<file path="src/rtl/stepdisp_pkg.sv">
// Shared definitions for the step button / 7-segment display controller:
// field-select encodings, hex glyph table and default timing constants.
package stepdisp_pkg;

  localparam int unsigned DB_CNT_DEF   = 500000;
  localparam int unsigned SCAN_CNT_DEF = 50000;

  typedef enum logic [1:0] {
    SEL_PC_LO  = 2'b00,
    SEL_PC_HI  = 2'b01,
    SEL_INS_LO = 2'b10,
    SEL_INS_HI = 2'b11
  } sel_t;

  // Active-low {g,f,e,d,c,b,a} glyphs, index = nibble value (F at the top, 0 at the bottom).
  localparam logic [15:0][6:0] HEX_SEG = {
    7'h0E, 7'h06, 7'h21, 7'h46, 7'h03, 7'h08, 7'h10, 7'h00,
    7'h78, 7'h02, 7'h12, 7'h19, 7'h30, 7'h24, 7'h79, 7'h40
  };

endpackage

</file>
<file path="src/rtl/step_display_ctrl_debounce.sv">
// Button conditioning: 2-FF synchronizer, debounce qualifier and a
// one-cycle pulse on each accepted press.
import stepdisp_pkg::*;

module button_debounce #(
  parameter int unsigned DB_CNT = DB_CNT_DEF
) (
  input  logic CLK,
  input  logic RST,
  input  logic btn,
  output logic pulse
);

  localparam int unsigned CW = (DB_CNT > 1) ? $clog2(DB_CNT) : 1;

  logic          sync1;
  logic          synced;
  logic          stable;
  logic          stable_d;
  logic [CW-1:0] db_cnt;

  // The counter only runs while the synced level differs from the accepted
  // level; any return to the accepted level restarts the qualification window.
  always_ff @(posedge CLK or negedge RST) begin
    if (!RST) begin
      sync1    <= 1'b0;
      synced   <= 1'b0;
      stable   <= 1'b0;
      stable_d <= 1'b0;
      db_cnt   <= '0;
      pulse    <= 1'b0;
    end else begin
      sync1    <= btn;
      synced   <= sync1;
      stable_d <= stable;
      pulse    <= stable & ~stable_d;
      if (synced == stable) begin
        db_cnt <= '0;
      end else if (db_cnt == CW'(DB_CNT - 1)) begin
        stable <= synced;
        db_cnt <= '0;
      end else begin
        db_cnt <= db_cnt + 1'b1;
      end
    end
  end

endmodule

</file>
<file path="src/rtl/step_display_ctrl.sv">
// Board-side companion to the multicycle CPU: single-step pulse generation
// and a 4-digit multiplexed 7-segment view of the selected PC/instruction half.
import stepdisp_pkg::*;

module step_display_ctrl #(
  parameter int unsigned DB_CNT   = DB_CNT_DEF,
  parameter int unsigned SCAN_CNT = SCAN_CNT_DEF
) (
  input  logic        CLK,
  input  logic        RST,
  input  logic        btn_step,
  input  logic [1:0]  sw_sel,
  input  logic [31:0] now_pc,
  input  logic [31:0] ins,
  output logic        step_pulse,
  output logic [15:0] step_count,
  output logic [3:0]  an,
  output logic [6:0]  seg
);

  localparam int unsigned SW = (SCAN_CNT > 1) ? $clog2(SCAN_CNT) : 1;

  logic [SW-1:0] scan_cnt;
  logic [1:0]    idx;
  logic [1:0]    idx_next;
  logic [15:0]   disp_reg;
  logic [15:0]   disp_next;
  logic [15:0]   field;
  logic          started;
  logic          scan_wrap;

  button_debounce #(.DB_CNT(DB_CNT)) u_debounce (
    .CLK   (CLK),
    .RST   (RST),
    .btn   (btn_step),
    .pulse (step_pulse)
  );

  always_ff @(posedge CLK or negedge RST) begin
    if (!RST) begin
      step_count <= '0;
    end else if (step_pulse) begin
      step_count <= step_count + 16'd1;
    end
  end

  always_comb begin
    field = '0;
    case (sel_t'(sw_sel))
      SEL_PC_LO:  field = now_pc[15:0];
      SEL_PC_HI:  field = now_pc[31:16];
      SEL_INS_LO: field = ins[15:0];
      SEL_INS_HI: field = ins[31:16];
      default:    field = '0;
    endcase
    scan_wrap = (scan_cnt == SW'(SCAN_CNT - 1));
    idx_next  = scan_wrap ? idx + 2'd1 : idx;
    disp_next = (scan_wrap || !started) ? field : disp_reg;
  end

  // an/seg are built from the next-state index and data so that a digit and
  // its freshly latched nibble appear on the same edge.
  always_ff @(posedge CLK or negedge RST) begin
    if (!RST) begin
      started  <= 1'b0;
      scan_cnt <= '0;
      idx      <= '0;
      disp_reg <= '0;
      an       <= '1;
      seg      <= '1;
    end else begin
      started  <= 1'b1;
      scan_cnt <= scan_wrap ? '0 : scan_cnt + 1'b1;
      idx      <= idx_next;
      disp_reg <= disp_next;
      an       <= ~(4'b0001 << idx_next);
      seg      <= HEX_SEG[disp_next[{idx_next, 2'b00} +: 4]];
    end
  end

endmodule

</file>
<file path="config.mk">
export PLATFORM = sky130hd
export DESIGN_NAME = step_display_ctrl
export DESIGN_NICKNAME = d
export VERILOG_FILES = /design/src/rtl/stepdisp_pkg.sv /design/src/rtl/step_display_ctrl_debounce.sv /design/src/rtl/step_display_ctrl.sv
export SDC_FILE = /design/constraint.sdc
export NUM_CORES = 1
export LEC_CHECK = 0
export CELL_PAD_IN_SITES_DETAIL_PLACEMENT = 1
export CELL_PAD_IN_SITES_GLOBAL_PLACEMENT = 2
export CORE_ASPECT_RATIO = 0.7
export CORE_MARGIN = 2
export CORE_UTILIZATION = 29
export DETAILED_ROUTE_END_ITERATION = 12
export PLACE_DENSITY = 0.78
export SLEW_MARGIN = 40
export SYNTH_ARGS = -nofsm -noshare
export SYNTH_HDL_FRONTEND = slang
export SYNTH_SLANG_ARGS = --single-unit
export TNS_END_PERCENT = 5
</file>
<file path="constraint.sdc">
create_clock -name CLK -period 3.15 [get_ports CLK]
set_input_delay 0.315 -clock CLK [delete_from_list [all_inputs] [get_ports CLK]]
set_output_delay 0.315 -clock CLK [all_outputs]
set_load 0.05 [all_outputs]
</file>
After elaboration in Yosys (flattened, before gate mapping)
Memories as Yosys holds them, arrays and structs flattened. A register that Yosys moved wholly into a read port is not among the register bits.
Cells that the tools add are included.
- bits in registers: 79
- bits in latches: 0
- bits in writable memories: 0
- memory bits (read-only): 112
- bits of input ports: 69
- output and inout port bits: 28
- word-level logic and storage cells: 40
- memories: 1
- add/sub/neg operators: 4
- $mul: 0
- div/mod/pow operators: 0
- $lt $le $gt $ge: 0
- eq/ne operators: 6
- shift-type cells: 2
- muxes and demuxes: 6
- bitwise gates (word level): 4
- reduce and logical (&&, ||, !) cells: 5
- memory list (memory ; depth ; bits a word ; read ports ; clocked after memory_dff ; write ports ; RTL line ; source):
    (no name shown) ; 16 ; 7 ; 1 ; 1 ; 0 ; step_display_ctrl.sv:77 ; seg <= HEX_SEG[disp_next[{idx_next, 2'b00} +: 4]];
- operators with widths (cell ; number):
    case mux 16 bit (4 select lines) ; 1
    two-way mux 19 bit ; 2
    adder 16 x 1 -> 16 bit (second input constant) ; 2
    two-way mux 16 bit ; 2
    adder 19 x 1 -> 19 bit (second input constant) ; 1
    equality test 19 bit (second input constant) ; 1
    equality test 16 bit (second input constant) ; 1
    indexed part select 16 x 5 -> 4 bit ; 1
    equality test 2 bit (second input constant) ; 2
    NOT 4 bit ; 1
    << shifter 1 x 2 -> 4 bit (first input constant) ; 1
    adder 2 x 1 -> 2 bit (second input constant) ; 1
    equality test 2 x 1 -> 1 bit (second input constant) ; 1
    logical NOT 1 bit ; 2
    logical NOT 2 bit ; 1
    two-way mux 2 bit ; 1
    NOT 1 bit ; 2
    AND reduction 2 bit ; 1
    AND 1 bit ; 1
    equality test 1 bit ; 1
    logical OR 1 bit ; 1

Longest topological paths before layout
- depth after elaboration: 4
- gate-level depth with buffers: 12

By module
Synthesis repeated with hierarchy kept, for this count alone.
- cell total of the unflattened synthesis: 418
- area, all modules: 4678.2 µm²
- modules (own cells, without submodules) (module ; instances ; cells an instance ; area an instance (µm²) ; sequential area each (µm²)):
    step_display_ctrl ; 1 ; 310 ; 3542.1 ; 1565.3
    button_debounce ; 1 ; 108 ; 1136.1 ; 600.6

Worst setup path before layout
No wires, ideal clock.
- path kind: input-to-reg
- from: in sw_sel[0]
- to: reg seg[3]
- arrival: 3.393 ns
- path slack: -0.337 ns
- stages on the path: 10
- cells stage by stage: clkbuf_1 -> buf_2 -> mux4_2 -> mux2i_1 -> a211o_1 -> a21oi_1 -> nor4_1 -> inv_1 -> ha_1 -> mux4_2
- cells in the longest elaborated chain, start to end: 4
- elaborated cells between the ends (all ways): 7
- those cells by class: eq/ne: 3; shift: 1; mux: 2; reduce/logical: 1
- RTL lines (item ; RTL line ; source):
    start, declared ; step_display_ctrl.sv:12 ; input logic [1:0] sw_sel,
    equality test 2 bit, or another cell as far along ; step_display_ctrl.sv:49 ; case (sel_t'(sw_sel))
    case mux 16 bit (4 select lines) * ; step_display_ctrl.sv:49 ;
    two-way mux 16 bit * ; step_display_ctrl.sv:58 ; disp_next = (scan_wrap || !started) ? field : disp_reg;
    indexed part select 16 x 5 -> 4 bit * ; step_display_ctrl.sv:77 ;
    end, declared ; step_display_ctrl.sv:18 ; output logic [6:0] seg
Every way passes the cells marked *; elsewhere a longest branch is shown, timed or not.
A chain may end at the register's enable or synchronous reset.

Worst setup path in the final report
- from: reg scan_cnt[4]
- to: reg seg[3]
- elaborated cells between the ends (all ways): 5
- those cells by class: eq/ne: 1; shift: 1; mux: 2; reduce/logical: 1
- RTL lines (item ; RTL line ; source):
    start, declared ; step_display_ctrl.sv:23 ; logic [SW-1:0] scan_cnt;
    start signal, assigned ; step_display_ctrl.sv:73 ; scan_cnt <= scan_wrap ? '0 : scan_cnt + 1'b1;
    equality test 16 bit ; step_display_ctrl.sv:56 ; scan_wrap = (scan_cnt == SW'(SCAN_CNT - 1));
    two-way mux 2 bit ; step_display_ctrl.sv:57 ; idx_next = scan_wrap ? idx + 2'd1 : idx;
    named net idx_next[0] ; step_display_ctrl.sv:25 ; logic [1:0] idx_next;
    indexed part select 16 x 5 -> 4 bit ; step_display_ctrl.sv:77 ;
The timed path passes the listed nets, and every way through them passes these cells.

==> impl_metrics.tcl <==
set metrics [dict create \
    status "finished clean" \
    ctsHoldBuffers 0 \
    place_congestion 0.8140 \
    cts_made_buffers 9 \
    synth.ff_latch_count 86 \
    syn_to_final_growth_pct 42.81 \
    postSynthCellCount 428 \
    finalPower_mw 2.821 \
    reg2reg_slack_ns 0.04 \
    wirelength_um 12350 \
    core_area_mm2 0.01540 \
    clock.fmax_mhz 321.7 \
    synth_cell_type_count 54 \
    drtIter0Drc 124 \
    syn_area_mm2 0.004548 \
    r2r-end "seg[3]" \
    setup_viol 0 \
    seq_area_frac_synth_pct 47.62 \
    worst_pin_slew_ns 0.6929 \
    fin_nets 640 \
    synth_ff_type "dfrtp_1" \
    internal_power_mw 2.058 \
    hp-class "input port to async pin" \
    detailroute.via_count 3744 \
    top_register "u_debounce.db_cnt" \
    slew_headroom_pct 53.81 \
    drc 0 \
    ios 97 \
    p_sw_uw 763.2 \
    switching_share_pct 27.06 \
    p_comb_share_pct 18.8 \
    grt_use_total_pct 15.38 \
    cts_buffer_depth 2 \
    die-height_um 108.8 \
    start_util_pct 29.52 \
    drive_gt1_share_pct 20.63 \
    synth_most_common_cell "dfrtp_1" \
    grt_max_degree 87 \
    cts_tree "done" \
    critPathLaunchType "flip-flop" \
    maxSlewViolCount 0 \
    port_buffers 96 \
    finalCriticalPeriod_ns 3.108 \
    power_frac_seq_pct 42.3 \
    grt_pass1_wl_um 20390 \
    rsz0062_at_grt "true" \
    synth_largest_area_cell "dfrtp_1" \
    gr-total-overflow 0 \
    ys_warn_count 0 \
    worstPathMaxFanout 4 \
    synth-async-reset-ratio_pct 100.0 \
    timing.rr.start "scan_cnt[4]" \
    clk_pin_slew_ns 0.07 \
    largest_register_ffs 19 \
    endpoint_kind "flip-flop" \
    hold_violations 0 \
    via_per_inst 4.881 \
    placed_cells 743 \
    setup_slack_ns 0.04183 \
    die_area_mm2 0.01672 \
    cp.arrival_ns 3.36 \
    multi_input_area_mm2 0.002396 \
    grt_pass1_vias 3930 \
    worstSkewPairLatency_ns 0.34 \
    dieWidth_um 153.7 \
    fin_crit_sh_pct 98.67 \
    antennaDiodeCount 0 \
    wire_per_inst_um 16.11 \
    cts-root-buf "clkbuf_16" \
    max_cap_violations 0 \
    postSynthAreaPerCell_um2 10.63 \
    reg2reg_depth 11 \
    antenna_found_initial 0 \
    nFillCells 1718 \
    place_ws_ns -0.07471 \
    num_rows 38 \
    crit_type "flip-flop to flip-flop" \
    synth_edf_count 0 \
    dpl.hpwl_um 9045 \
    cts_sinks 86 \
    clock-skew-final_ns 0.009795 \
    drtAntennaViolNets 0 \
    cts_max_level 3 \
    required_ns 3.40 \
    irDropWorstVdd_mv 0.2579 \
    power_density_mw_per_mm2 434.3 \
    seqCellArea_mm2 0.002166 \
    firstDrtPassIters 4 \
    synth_nets 506 \
    power.share.clock_pct 38.9 \
    fin_setup_tns_ns 0 \
    final_cells 767 \
    leakage_nw 2.802 \
    synth.top_cell.area_share_pct 41.27 \
    synth.area.top_cells "dfrtp_1, mux4_2, dfstp_2, nand2_1, xnor2_1" \
    final_util_pct 42.16 \
    synthTopCellsByCount "dfrtp_1, nand2_1, nor2_1, xnor2_1, xor2_1" \
]
## critical path, cell delays in order, from the launching register on
cell and delay [ns]:
dfrtp_1 0.41, or4bb_4 0.56, buf_6 0.14, nor4_4 0.36, buf_4 0.21, xnor2_4 0.10
nor2_4 0.15, inv_2 0.06, o221a_4 0.29, ha_4 0.28, inv_2 0.03, mux4_2 0.44
## cells in the final DEF, fill, tap and decap left out, drive strengths merged, types with 3 or more instances in the layout
cell type,instances
ha,9
clkdlybuf4s50,95
or3,3
xnor2,25
o31ai,4
nor2b,3
dfstp,11
mux4,15
clkinv,3
nor2,43
inv,19
a22oi,3
nand2,61
dfrtp,75
nor4,3
nand4,13
nand3,18
mux2i,14
clkbuf,10
nand2b,5
nor3,7
nor4bb,4
buf,42
o21ai,9
mux2,6
nor4b,5
xor2,21
a21oi,4
and3,9
## per-stage QoR
stage | hold WS (ns) | instance area [um2]
2_1_floorplan | 0.01941 | 4556
3_3_place_gp | 0.3439 | 5978
3_5_place_dp | 0.3433 | 5984
4_1_cts | 0.07030 | 6309
5_1_grt | 0.08118 | 6495
6_report | 0.01150 | 6495
## power by group through the flow
stage	registers (mW)	clock network, mW	logic [mW]
3_3_place_gp	1.21	0	0.487
3_5_place_dp	1.21	0	0.504
2_1_floorplan	1.29	0	0.195
6_report	1.19	1.10	0.530
4_1_cts	1.19	1.14	0.506
5_1_grt	1.20	1.19	0.574
## worst max path at each step
stage | start | to | slack (ns) | cells past startpoint
global route | scan_cnt[4] | seg[3] | -0.1 | 10
floorplan | scan_cnt[10] | seg[3] | 0.02 | 8
CTS | scan_cnt[4] | seg[3] | 0.04 | 9
detailed placement | sw_sel[0] | seg[3] | -0.07 | 10
finish | scan_cnt[4] | seg[3] | 0.04 | 11
global placement | scan_cnt[10] | seg[3] | 0.01 | 9
## cells by family (layout without fill, tap and decap cells)
| family | Yosys count | count (layout) | synth area share [%] |
|---|---|---|---|
| AOI/OAI and AO/OA | 37 | 37 | 6.025 |
| xor gates and xnor gates | 46 | 46 | 8.858 |
| adders and majority gates | 9 | 9 | 2.476 |
| buffers and inverters | 31 | 170 | 2.751 |
| DFF | 86 | 86 | 47.62 |
| muxes | 35 | 35 | 11.99 |
| other | 1 | 1 | 0.08245 |
| and+or+nand+nor | 183 | 183 | 20.19 |
## repair_timing
item | in CTS | in global routing
setup buffers | 1 | 7
hold endpoints to repair | 0 | 0
resized for setup | 3 | 24
pin swaps | 2 | 6
setup endpoints to repair | 2 | 2
## metal layers
metal	track usage, %	up-vias	share of wire (%)
met1	20.64	1860	47
met2	25.24	91	47
met5	0	-	0
met3	3.776	14	4.5
li1	-	1779	-
met4	3.866	0	1.1
## layout make-up
| cell class | count | area share [%] |
|---|---|---|
| Tap cell | 200 | 3.853 |
| Multi-Input combinational cell | 311 | 36.89 |
| Sequential cell | 86 | 33.35 |
| Timing Repair Buffer | 138 | 20.32 |
| Clock inverter | 7 | 1.194 |
| Clock buffer | 9 | 3.468 |
| Inverter | 16 | 0.9247 |
No activity file was read; power rests on OpenSTA's default activity.
